### src/rtl/key_debounce.sv
// -----------------------------------------------------------------------------
// key_debounce
//
// Debounces one active-low pushbutton. The raw key goes through a two-flop
// synchronizer. A four-state FSM then accepts a level change only after the
// synchronized key has been stable for DEBOUNCE_CYCLES clocks. Each accepted
// press produces a one-clock strobe and increments a wrapping 4-bit counter.
//
// Optional feature (macro KEY_AUTOREPEAT_EN):
//   While the key stays HELD, the block issues a further strobe and count
//   increment every REPEAT_CYCLES clocks. With the macro undefined, no repeat
//   logic is built and each accepted press gives exactly one strobe.
//
// Parameters:
//   DEBOUNCE_CYCLES : stable clocks needed to accept a level change (>= 2)
//   REPEAT_CYCLES   : held-key repeat period in clocks (>= 2, autorepeat only)
//
// Ports:
//   CLOCK_50    in   system clock, rising edge
//   KEY[1:0]    in   KEY[1] = asynchronous active-low reset,
//                    KEY[0] = raw active-low pushbutton (asynchronous)
//   key_pressed out  debounced level, 1 = held
//   press_pulse out  one-clock strobe per accepted press (and per repeat)
//   press_count out  number of strobes issued, wraps 15 -> 0
//   state_dbg   out  FSM state: 00 IDLE, 01 PRESS_WAIT, 10 HELD,
//                    11 RELEASE_WAIT
//
// Handshake: none. press_pulse is a plain single-cycle enable with no
// back-pressure. A downstream stage samples it on the rising edge that
// follows the one that set it. It is never high on two consecutive clocks.
// -----------------------------------------------------------------------------
module key_debounce #(
  parameter int DEBOUNCE_CYCLES = 500000,
  parameter int REPEAT_CYCLES   = 25000000
) (
  input  logic       CLOCK_50,
  input  logic [1:0] KEY,
  output logic       key_pressed,
  output logic       press_pulse,
  output logic [3:0] press_count,
  output logic [1:0] state_dbg
);

  localparam int CW = $clog2(DEBOUNCE_CYCLES);
  localparam logic [CW-1:0] CNT_LAST = CW'(DEBOUNCE_CYCLES - 1);

  typedef enum logic [1:0] {
    S_IDLE         = 2'b00,
    S_PRESS_WAIT   = 2'b01,
    S_HELD         = 2'b10,
    S_RELEASE_WAIT = 2'b11
  } state_t;

  logic          w_rst_n;
  logic          r_sync1;
  logic          r_key_s;
  state_t        r_state;
  state_t        w_next;
  logic [CW-1:0] r_cnt;
  logic          w_accept;
  logic          w_release;
  logic          w_rep_fire;
  logic          w_strobe;
  logic          w_key_pressed_nxt;
  logic          r_key_pressed;
  logic          r_press_pulse;
  logic [3:0]    r_press_count;

  assign w_rst_n = KEY[1];

  // Two-flop synchronizer. Its reset value is 1, the key-released level.
  always_ff @(posedge CLOCK_50 or negedge w_rst_n) begin
    if (!w_rst_n) begin
      r_sync1 <= 1'b1;
      r_key_s <= 1'b1;
    end else begin
      r_sync1 <= KEY[0];
      r_key_s <= r_sync1;
    end
  end

  // FSM process 1: state register
  always_ff @(posedge CLOCK_50 or negedge w_rst_n) begin
    if (!w_rst_n) r_state <= S_IDLE;
    else          r_state <= w_next;
  end

  // FSM process 2: next state
  always_comb begin
    w_next = r_state;
    case (r_state)
      S_IDLE: begin
        if (!r_key_s) w_next = S_PRESS_WAIT;
      end
      S_PRESS_WAIT: begin
        if (r_key_s)              w_next = S_IDLE;
        else if (r_cnt == CNT_LAST) w_next = S_HELD;
      end
      S_HELD: begin
        if (r_key_s) w_next = S_RELEASE_WAIT;
      end
      S_RELEASE_WAIT: begin
        if (!r_key_s)             w_next = S_HELD;
        else if (r_cnt == CNT_LAST) w_next = S_IDLE;
      end
      default: w_next = S_IDLE;
    endcase
  end

  // The debounce counter restarts on every state entry. It counts only in
  // the two wait states and sits at 0 elsewhere.
  always_ff @(posedge CLOCK_50 or negedge w_rst_n) begin
    if (!w_rst_n) begin
      r_cnt <= '0;
    end else if (w_next != r_state) begin
      r_cnt <= '0;
    end else if ((r_state == S_PRESS_WAIT) || (r_state == S_RELEASE_WAIT)) begin
      r_cnt <= r_cnt + CW'(1);
    end else begin
      r_cnt <= '0;
    end
  end

`ifdef KEY_AUTOREPEAT_EN
  localparam int RW = $clog2(REPEAT_CYCLES);
  localparam logic [RW-1:0] REP_LAST = RW'(REPEAT_CYCLES - 1);

  logic [RW-1:0] r_rep;

  // The repeat counter runs only while the FSM stays in HELD. Any transition,
  // including entry to HELD from RELEASE_WAIT, restarts the period. A repeat
  // fires only if the FSM remains in HELD on that clock, so a release being
  // detected does not also produce a last repeat.
  assign w_rep_fire = (r_state == S_HELD) && (w_next == S_HELD) &&
                      (r_rep == REP_LAST);

  always_ff @(posedge CLOCK_50 or negedge w_rst_n) begin
    if (!w_rst_n) begin
      r_rep <= '0;
    end else if ((r_state != S_HELD) || (w_next != S_HELD) || w_rep_fire) begin
      r_rep <= '0;
    end else begin
      r_rep <= r_rep + RW'(1);
    end
  end
`else
  assign w_rep_fire = 1'b0;
`endif

  // FSM process 3: output decode. The results are registered below so that
  // every port is driven from a flop.
  always_comb begin
    w_accept          = (r_state == S_PRESS_WAIT)   && (w_next == S_HELD);
    w_release         = (r_state == S_RELEASE_WAIT) && (w_next == S_IDLE);
    w_strobe          = w_accept || w_rep_fire;
    w_key_pressed_nxt = r_key_pressed;
    if (w_accept)       w_key_pressed_nxt = 1'b1;
    else if (w_release) w_key_pressed_nxt = 1'b0;
  end

  always_ff @(posedge CLOCK_50 or negedge w_rst_n) begin
    if (!w_rst_n) begin
      r_key_pressed <= 1'b0;
      r_press_pulse <= 1'b0;
      r_press_count <= 4'd0;
    end else begin
      r_key_pressed <= w_key_pressed_nxt;
      r_press_pulse <= w_strobe;
      if (w_strobe) r_press_count <= r_press_count + 4'd1;
    end
  end

  assign key_pressed = r_key_pressed;
  assign press_pulse = r_press_pulse;
  assign press_count = r_press_count;
  assign state_dbg   = r_state;

endmodule

### config.mk
export PLATFORM = sky130hd
export DESIGN_NAME = key_debounce
export DESIGN_NICKNAME = d
export VERILOG_FILES = /design/src/rtl/key_debounce.sv
export SDC_FILE = /design/constraint.sdc
export NUM_CORES = 1
export LEC_CHECK = 0
export BUFFER_PORTS_ARGS = -buffer_cell sky130_fd_sc_hd__buf_2
export CORE_MARGIN = 2
export CORE_UTILIZATION = 33
export DETAILED_ROUTE_END_ITERATION = 10
export GPL_TIMING_DRIVEN = 0
export SETUP_SLACK_MARGIN = 0.02
export SLEW_MARGIN = 15
export SYNTH_ARGS = -nofsm -noshare
export SYNTH_HDL_FRONTEND = slang
export SYNTH_SLANG_ARGS = --single-unit
### constraint.sdc
create_clock -name CLOCK_50 -period 3.6 [get_ports CLOCK_50]
set_clock_uncertainty 0.15 [all_clocks]
set_input_delay 0.18 -clock CLOCK_50 [delete_from_list [all_inputs] [get_ports CLOCK_50]]
set_output_delay 0.18 -clock CLOCK_50 [all_outputs]
set_load 0.005 [all_outputs]
==> out/metrics.yaml <==
outcome: "complete, no violations"
post_cts_resized: 0
drtIter0Drc: 34
cts-buffers-inserted: 5
synth_most_common_cell: "dfrtp_1"
synth_edf_count: 0
cp.arrival_ps: 2160
whs_ps: 206
hold_viol: 0
netlist_area_um2: 1420
vias: 1044
nets: 158
postSynthAreaPerCell_um2: 10.6
start_util_pct: 34.8
cts_tree: "built"
grt_max_degree: 30
synth_top_area_share_pct: 47.5
grt_pass1_vias: 1067
n_fill_cell: 437
seq_area_frac_synth_pct: 51.1
cts_htree_levels: 2
cap_violations: 0
syn_inst: 134
synth.area.top_cells: "dfrtp_1 47%, xor2_1 5.5%, nor2_1 5.3%"
start_kind: "flip-flop"
powerDensity_nw_per_um2: 378
fmax_mhz: 468
ant_nets: 0
num_rows: 23
drt_first_pass_iters: 4
setup_viol: 0
wirelength_mm: 2.68
ctsHoldBuffers: 2
drt_drc_violations_left: 0
die_height_um: 69.7
antenna_cells: 0
clock_latency_ps: 280
slew_viol_final: 0
overflow: 0
grt_setup_unrepaired: "false"
port_buffers: 10
gp_congestion: 0.769
yosys-top-cells-count: "27 x dfrtp_1, 20 x nor2_1, 9 x xor2_1"
critPathRequiredTime_ps: 3620
relSlewSlack_pct: 57.7
fin_crit_sh_pct: 59.4
root_buffer: "clkbuf_8"
clkTransAtPathRegs_ps: 60
stdcell_area_um2: 1650
crit_fanout: 10
yosysWarningCount: 0
synth_cell_types: 37
leakage_nw: 0.705
ys.flop_type: "dfrtp_1"
drive_gt1_share_pct: 18.2
grt_pass1_wl_mm: 4.78
vdd_ir_drop_max_mv: 0.192
postLayoutCoreUtil_pct: 40.3
syn_to_final_growth_pct: 15.6
via_per_inst: 5.12
dp_hpwl_mm: 1.90
io_pins: 11
placed_area_um2: 1540
die_x_um: 69.7
setup_tns_ps: 0
tightest_slew_ps: 635
yosysTopAreaCell: "dfrtp_1"
min_path_type: "reg2reg"
critical_path_class: "reg2reg"
multi_input_area_um2: 653
synth.ff_latch_count: 29
fin_crit_ps: 2140
core_area_um2: 4090
regArea_um2: 728
antenna_found_initial: 0
cts_setup_buffers: 0
syn-num-nets: 139
cts.sinks: 29
end_kind: "flip-flop"
cts_max_path_buffers: 2
grt_usage_pct: 12.4
die_area_um2: 4860
wl_per_cell_um: 13.1
synthArstFlopShare_pct: 100
==> metrics by stage <==
stage	setup WS, ps	cells	power (mW)
2_1_floorplan	1700	134	0.346
3_3_place_gp	1460	194	0.356
3_5_place_dp	1450	194	0.357
4_1_cts	1440	204	0.632
5_1_grt	1300	204	0.655
6_report	1460	204	0.623
==> registers in the layout, summed over array words and instances, names as in the netlist <==
signal	count
key_pressed	1
press_pulse	1
state_dbg	2
press_count	4
r_key_s	1
r_sync1	1
r_cnt	19
==> critical path, cell delays in order, from the launching register on <==
cell	delay (ps)
dfrtp_1	380
ha_1	240
and3_1	250
nand2_1	240
o31ai_4	490
buf_6	210
nor2_1	60
==> layout by cell type (no fill, tap or decap), types with 2 or more instances in the layout <==
| cell | count |
|---|---|
| dfrtp_1 | 27 |
| nor2_1 | 20 |
| buf_2 | 11 |
| xor2_1 | 9 |
| nand4_1 | 8 |
| xnor2_1 | 8 |
| nand3_1 | 7 |
| inv_1 | 6 |
| nor4_1 | 6 |
| clkbuf_8 | 6 |
| or3_1 | 4 |
| nand2_1 | 3 |
| clkbuf_1 | 3 |
| a21oi_1 | 3 |
| nor3_1 | 3 |
| and3_1 | 2 |
| and4_1 | 2 |
| o21ai_0 | 2 |
| ha_1 | 2 |
| dlygate4sd3_1 | 2 |
| dfstp_2 | 2 |
==> where the power goes <==
part	internal [mW]	switching, mW	total, mW
clock	0.155	0.116	0.271
sequential	0.330	0.00232	0.332
combinational	0.00633	0.0132	0.0195
total	0.492	0.131	0.623
==> final timing paths <==
check	start	end	slack [ps]	depth (start not counted)
max	r_cnt[0]	r_cnt[13]	1460	6
min in group asynchronous	KEY[1]	r_cnt[7]	310	2
min reg2reg	r_sync1	r_key_s	210	0
max reg2reg	r_cnt[0]	r_cnt[13]	1460	6
min	r_sync1	r_key_s	210	0
max in group asynchronous	KEY[1]	r_cnt[5]	2580	2
==> layout make-up <==
type | count | share of cell area, %
Buffer | 3 | 1.22
Tap cell | 50 | 3.80
Inverter | 6 | 1.37
Multi-Input combinational cell | 96 | 39.7
Clock buffer | 8 | 5.47
Timing Repair Buffer | 12 | 4.26
Sequential cell | 29 | 44.2
==> metal layers <==
layer,global-route usage [%],vias up,wire (um)
met4,6.20,0,55
met5,0,-,0
met2,18.7,20,1250
li1,-,519,-
met1,15.7,499,1250
met3,4.51,6,127
==> cells by family (layout without fill, tap and decap cells) <==
kind of cell	count (synthesis)	after routing	synth area share, %
xor gates and xnor gates	17	17	10.5
adders and majority gates	2	2	1.76
and+or+nand+nor	65	65	26.7
AOI/OAI and AO/OA	10	10	5.45
muxes	2	2	1.49
DFF	29	29	51.1
buffers and inverters	9	29	2.99
No activity file was read; power rests on OpenSTA's default activity.
